File: config.mk
export PLATFORM = sky130hd
export DESIGN_NAME = vga_timing_gen
export DESIGN_NICKNAME = d
export VERILOG_FILES = /design/src/rtl/vga_pkg.sv /design/src/rtl/vga_pixel_div.sv /design/src/rtl/vga_timing_gen.sv
export SDC_FILE = /design/constraint.sdc
export NUM_CORES = 1
export LEC_CHECK = 0
export ABC_AREA = 1
export BUFFER_PORTS_ARGS = -buffer_cell sky130_fd_sc_hd__buf_4
export CORE_ASPECT_RATIO = 1.25
export CORE_MARGIN = 10
export CORE_UTILIZATION = 50
export DETAILED_ROUTE_END_ITERATION = 6
export GPL_TIMING_DRIVEN = 0
export HOLD_SLACK_MARGIN = 0.08
export PLACE_DENSITY = 0.69
export SYNTH_ARGS = -nofsm -noshare
export SYNTH_HDL_FRONTEND = slang
export SYNTH_SLANG_ARGS = --single-unit
File: constraint.sdc
create_clock -name clk -period 4.3 [get_ports clk]
set_input_delay 0.645 -clock clk [delete_from_list [all_inputs] [get_ports clk]]
set_output_delay 0.645 -clock clk [all_outputs]
set_load 0.02 [all_outputs]
File: src/rtl/vga_pkg.sv
// Shared VGA raster constants and the registered timing-output bundle.
// Used by the timing generator and the pixel renderer.
package vga_pkg;

  localparam int unsigned VGA_CLK_DIV   = 4;
  localparam int unsigned VGA_H_DISPLAY = 640;
  localparam int unsigned VGA_H_FRONT   = 16;
  localparam int unsigned VGA_H_SYNC    = 96;
  localparam int unsigned VGA_H_BACK    = 48;
  localparam int unsigned VGA_V_DISPLAY = 480;
  localparam int unsigned VGA_V_FRONT   = 10;
  localparam int unsigned VGA_V_SYNC    = 2;
  localparam int unsigned VGA_V_BACK    = 33;
  localparam int unsigned VGA_SQ_SIZE   = 32;

  localparam int unsigned VGA_H_TOTAL = VGA_H_DISPLAY + VGA_H_FRONT + VGA_H_SYNC + VGA_H_BACK;
  localparam int unsigned VGA_V_TOTAL = VGA_V_DISPLAY + VGA_V_FRONT + VGA_V_SYNC + VGA_V_BACK;

  localparam int unsigned COORD_W = 10;
  localparam int unsigned SQ_X_W  = 10;
  localparam int unsigned SQ_Y_W  = 9;
  // One bit wider than coordinates so lo + len never wraps.
  localparam int unsigned CMP_W   = 11;

  typedef struct packed {
    logic               hsync;
    logic               vsync;
    logic               disp;
    logic               square_on;
    logic               frame_start;
    logic               pixel_tick;
    logic [COORD_W-1:0] x;
    logic [COORD_W-1:0] y;
  } vga_timing_t;

  localparam vga_timing_t TIMING_RESET = '{
    hsync:       1'b1,
    vsync:       1'b1,
    disp:        1'b0,
    square_on:   1'b0,
    frame_start: 1'b0,
    pixel_tick:  1'b0,
    x:           '0,
    y:           '0
  };

  function automatic logic in_span(input logic [CMP_W-1:0] p,
                                   input logic [CMP_W-1:0] lo,
                                   input int unsigned      len);
    return (p >= lo) && (p < lo + CMP_W'(len));
  endfunction

endpackage

File: src/rtl/vga_pixel_div.sv
// Pixel-rate divider: free-running 0..CLK_DIV-1 counter with a last-phase tick.
module vga_pixel_div #(
  parameter int unsigned CLK_DIV = 4
) (
  input  logic                       clk,
  input  logic                       reset,
  output logic [$clog2(CLK_DIV)-1:0] div_o,
  output logic                       tick_c
);

  localparam int unsigned DIV_W = $clog2(CLK_DIV);

  logic [DIV_W-1:0] div_q, div_d;

  assign tick_c = (div_q == DIV_W'(CLK_DIV - 1));
  assign div_o  = div_q;

  always_comb begin
    div_d = div_q + DIV_W'(1);
    if (tick_c) div_d = '0;
  end

  always_ff @(posedge clk or posedge reset) begin
    if (reset) div_q <= '0;
    else       div_q <= div_d;
  end

endmodule

File: src/rtl/vga_timing_gen.sv
// 640x480@60 raster timing with a per-frame latched square mask.
// Outputs are registered decodes of (div, h, v), one clk behind the counters.
module vga_timing_gen
  import vga_pkg::*;
#(
  parameter int unsigned CLK_DIV   = VGA_CLK_DIV,
  parameter int unsigned H_DISPLAY = VGA_H_DISPLAY,
  parameter int unsigned H_FRONT   = VGA_H_FRONT,
  parameter int unsigned H_SYNC    = VGA_H_SYNC,
  parameter int unsigned H_BACK    = VGA_H_BACK,
  parameter int unsigned V_DISPLAY = VGA_V_DISPLAY,
  parameter int unsigned V_FRONT   = VGA_V_FRONT,
  parameter int unsigned V_SYNC    = VGA_V_SYNC,
  parameter int unsigned V_BACK    = VGA_V_BACK,
  parameter int unsigned SQ_SIZE   = VGA_SQ_SIZE
) (
  input  logic               clk,
  input  logic               reset,
  input  logic [SQ_X_W-1:0]  sq_x_in,
  input  logic [SQ_Y_W-1:0]  sq_y_in,
  output logic               hsync,
  output logic               vsync,
  output logic               indisplayinterval,
  output logic [COORD_W-1:0] pixel_x,
  output logic [COORD_W-1:0] pixel_y,
  output logic               square_on,
  output logic               frame_start,
  output logic               pixel_tick
);

  localparam int unsigned H_TOTAL  = H_DISPLAY + H_FRONT + H_SYNC + H_BACK;
  localparam int unsigned V_TOTAL  = V_DISPLAY + V_FRONT + V_SYNC + V_BACK;
  localparam int unsigned HS_START = H_DISPLAY + H_FRONT;
  localparam int unsigned HS_END   = HS_START + H_SYNC;
  localparam int unsigned VS_START = V_DISPLAY + V_FRONT;
  localparam int unsigned VS_END   = VS_START + V_SYNC;
  localparam int unsigned SQX_MAX  = H_DISPLAY - SQ_SIZE;
  localparam int unsigned SQY_MAX  = V_DISPLAY - SQ_SIZE;
  localparam int unsigned DIV_W    = $clog2(CLK_DIV);

  logic [DIV_W-1:0]   div;
  logic               tick_c;
  logic               line_end_c;
  logic               disp_c;
  logic [COORD_W-1:0] h_q, h_d, v_q, v_d;
  logic [SQ_X_W-1:0]  sqx_q, sqx_d;
  logic [SQ_Y_W-1:0]  sqy_q, sqy_d;
  vga_timing_t        dec_q, dec_d;

  vga_pixel_div #(.CLK_DIV(CLK_DIV)) u_pixel_div (
    .clk    (clk),
    .reset  (reset),
    .div_o  (div),
    .tick_c (tick_c)
  );

  assign line_end_c = tick_c && (h_q == COORD_W'(H_TOTAL - 1));

  // Raster counters; square position is captured as the last visible line ends.
  always_comb begin
    h_d   = h_q;
    v_d   = v_q;
    sqx_d = sqx_q;
    sqy_d = sqy_q;
    if (tick_c) begin
      h_d = h_q + COORD_W'(1);
      if (line_end_c) begin
        h_d = '0;
        v_d = (v_q == COORD_W'(V_TOTAL - 1)) ? '0 : v_q + COORD_W'(1);
        if (v_q == COORD_W'(V_DISPLAY - 1)) begin
          sqx_d = (sq_x_in > SQ_X_W'(SQX_MAX)) ? SQ_X_W'(SQX_MAX) : sq_x_in;
          sqy_d = (sq_y_in > SQ_Y_W'(SQY_MAX)) ? SQ_Y_W'(SQY_MAX) : sq_y_in;
        end
      end
    end
  end

  assign disp_c = (h_q < COORD_W'(H_DISPLAY)) && (v_q < COORD_W'(V_DISPLAY));

  always_comb begin
    dec_d             = TIMING_RESET;
    dec_d.hsync       = !((h_q >= COORD_W'(HS_START)) && (h_q < COORD_W'(HS_END)));
    dec_d.vsync       = !((v_q >= COORD_W'(VS_START)) && (v_q < COORD_W'(VS_END)));
    dec_d.disp        = disp_c;
    dec_d.square_on   = disp_c
                        && in_span(CMP_W'(h_q), CMP_W'(sqx_q), SQ_SIZE)
                        && in_span(CMP_W'(v_q), CMP_W'(sqy_q), SQ_SIZE);
    dec_d.frame_start = (div == '0) && (h_q == '0) && (v_q == '0);
    dec_d.pixel_tick  = tick_c;
    dec_d.x           = h_q;
    dec_d.y           = v_q;
  end

  always_ff @(posedge clk or posedge reset) begin
    if (reset) begin
      h_q   <= '0;
      v_q   <= '0;
      sqx_q <= '0;
      sqy_q <= '0;
      dec_q <= TIMING_RESET;
    end else begin
      h_q   <= h_d;
      v_q   <= v_d;
      sqx_q <= sqx_d;
      sqy_q <= sqy_d;
      dec_q <= dec_d;
    end
  end

  assign hsync             = dec_q.hsync;
  assign vsync             = dec_q.vsync;
  assign indisplayinterval = dec_q.disp;
  assign square_on         = dec_q.square_on;
  assign frame_start       = dec_q.frame_start;
  assign pixel_tick        = dec_q.pixel_tick;
  assign pixel_x           = dec_q.x;
  assign pixel_y           = dec_q.y;

endmodule
==> reports/metrics.yaml <==
leakagePower_nw: 2.45
layoutNonFillerInstCount: 602
setup_violations: 0
grt_max_degree: 39
relSlewSlack_pct: 57.3
end_kind: "register"
first_pass_iters: 7
startpoint_type: "register"
yosys_register_bits: 67
drc: 0
avgSynthCellArea_sq_um: 8.39
antenna_found_initial: 0
gr-usage-met3_pct: 3.82
ctsHoldBuffers: 0
synth_edf_count: 0
hold_violations: 0
grt_setup_unrepaired: "no"
syn_nets: 505
grt-ovfl-total: 0
core-area_sq_mm: 0.00736
cts_setup_buffers: 0
synth_area_sq_mm: 0.00375
dieArea_sq_mm: 0.0114
drtIter0Drc: 101
first_global_vias: 2970
setup-tns-final_ps: 0
clk_path_buf_depth: 2
cts_made_buffers: 9
ys_top_cells_by_count: "nand2_1 (91), inv_1 (73), dfrtp_1 (65)"
status: "completed"
clk_pin_slew_ps: 80
layout.nets: 563
timing.hold.ws_ps: 386
ys_async_sr_fraction_pct: 100
cp.required_ps: 4540
crit_type: "register to register"
path_max_fanout: 5
pin_count: 47
max-cap-violations: 0
fin_crit_ps: 1880
postRouteAntennaNets: 0
finalMaxSlewViolations: 0
drive_gt1_share_pct: 17.8
place_ws_ps: 2420
synth_top_cell_by_area: "dfrtp_1"
clkLatencyLatePin_ps: 350
use_met1_pct: 17.0
vias: 3010
synth_most_common_cell: "nand2_1"
finClkSkew_ps: 6.59
clkSinkCount: 67
peakVddDrop_mv: 0.135
seq_area_frac_synth_pct: 44.7
worst_pin_slew_ps: 639
fill_cells: 658
start_util_pct: 51.0
dpl.hpwl_microns: 6390
dp.cells: 586
cts_resized: 0
cts_tree: "done"
rows: 35
place.gp.congestion: 0.862
root_buffer: "clkbuf_8"
viasPerCell: 5.00
ys_types: 36
p_per_area_mw_per_mm2: 275
grt_pass1_wl_microns: 13800
gr-max-usage-layer: "met2"
fin_ws_ps: 2420
die_height_microns: 117
finalCritPeriodShare_pct: 43.7
area_growth_pct: 18.2
wl_per_cell_microns: 13.7
netlist_instances: 447
port_buffers: 46
hold_path.class: "primary input to asynchronous set/reset pin"
dpl_cell_area_sq_mm: 0.00423
synth_ff_type: "dfrtp_1"
diodes: 0
design_area_sq_mm: 0.00443
crit_arrival_ps: 2120
die_w_microns: 97.5
routed_wirelength_microns: 8220
synth_top_area_share_pct: 43.3
ctsHtreeMaxLevel: 3
met2_usage_pct: 26.7
reg2reg_slack_ps: 2420
fmax_ghz: 0.533
synth.area.top_cells: "dfrtp_1 (43%), ha_1 (12%), nand2_1 (9.1%), inv_1 (7.3%), nand3_1 (4.3%)"
synth_warnings: 0
track_usage_pct: 14.9
-- registers in the layout (all words and copies together), names as in the netlist, 2 cells and up --
register,cells
pixel_x,10
v_q,10
sqy_q,9
sqx_q,10
h_q,10
u_pixel_div.div_o,2
pixel_y,10
-- report_power, final --
part | internal [mW] | switching [mW] | total (mW)
sequential | 0.631 | 0.00182 | 0.633
combinational | 0.0208 | 0.0274 | 0.0482
clock | 0.283 | 0.255 | 0.538
-- per-stage QoR --
step	utilization, %	total power, mW
floorplan	-	0.669
global placement	57.3	0.691
detailed placement	57.5	0.695
CTS	60.3	1.24
global route	60.3	1.27
finish	60.3	1.22
-- final cells by class --
| cell class | count | area, sq um | area share [%] |
|---|---|---|---|
| plain buffers | 6 | 51.3 | 1.16 |
| clock buffers | 10 | 138 | 3.10 |
| clock inverters | 6 | 63.8 | 1.44 |
| inverters | 78 | 300 | 6.77 |
| multi-input cells | 296 | 1720 | 38.8 |
| flip-flops and latches | 67 | 1680 | 37.9 |
| well taps | 92 | 115 | 2.60 |
| repair buffers | 47 | 365 | 8.24 |
-- worst max-delay path: stages, from the launching register on --
cell and delay (ps):
dfrtp_1 450, ha_1 220, nand3_1 100, xor2_1 160, ha_1 290, inv_1 40
nor2_1 140, nand3_1 100, nor2_1 90, nor2_1 50, nand3_1 60, nor2_1 60
-- path summary, 6_finish.rpt --
kind,start,end,depth (start not counted)
setup / recovery,sqx_q[5],square_on,11
min in group clk,h_q[4],pixel_x[4],0
setup reg to reg,sqx_q[5],square_on,11
hold reg to reg,h_q[4],pixel_x[4],0
max in group asynchronous,reset,hsync,3
hold / removal,reset,u_pixel_div.div_o[0],2
-- metal layers --
layer / vias up / wire [microns]
met5: - / 0
met4: 0 / 114
met3: 10 / 348
met2: 62 / 4230
met1: 1385 / 3530
li1: 1553 / -
-- cell families (layout without fill, tap and decap cells) --
| kind of cell | after synthesis | count (layout) | synth area share (%) |
|---|---|---|---|
| compound gates | 49 | 49 | 7.37 |
| xor+xnor | 10 | 10 | 2.33 |
| fa+ha+maj | 37 | 37 | 12.3 |
| buf+inv | 84 | 147 | 9.37 |
| flops | 67 | 67 | 44.7 |
| simple gates | 200 | 200 | 23.8 |
-- layout by cell type, fill, tap and decap left out, types with 2 or more instances in the layout --
cell,netlist,routed
nand2_1,91,91
inv_1,73,72
dfrtp_1,65,65
buf_4,2,48
nor2_1,39,39
ha_1,37,37
nand3_1,32,32
a21oi_1,19,19
o21ai_0,16,16
nor3_1,15,15
nand4_1,10,10
clkbuf_8,0,10
xor2_1,8,8
o21ai_2,4,4
inv_2,3,4
o21ai_1,4,4
nor2_2,3,3
nand2_2,2,2
buf_2,2,2
nor3b_1,2,2
xnor2_1,2,2
o21a_1,2,2
clkinvlp_4,0,2
clkinv_2,0,2
dfstp_2,2,2
Power figures use the tool's default switching activity.
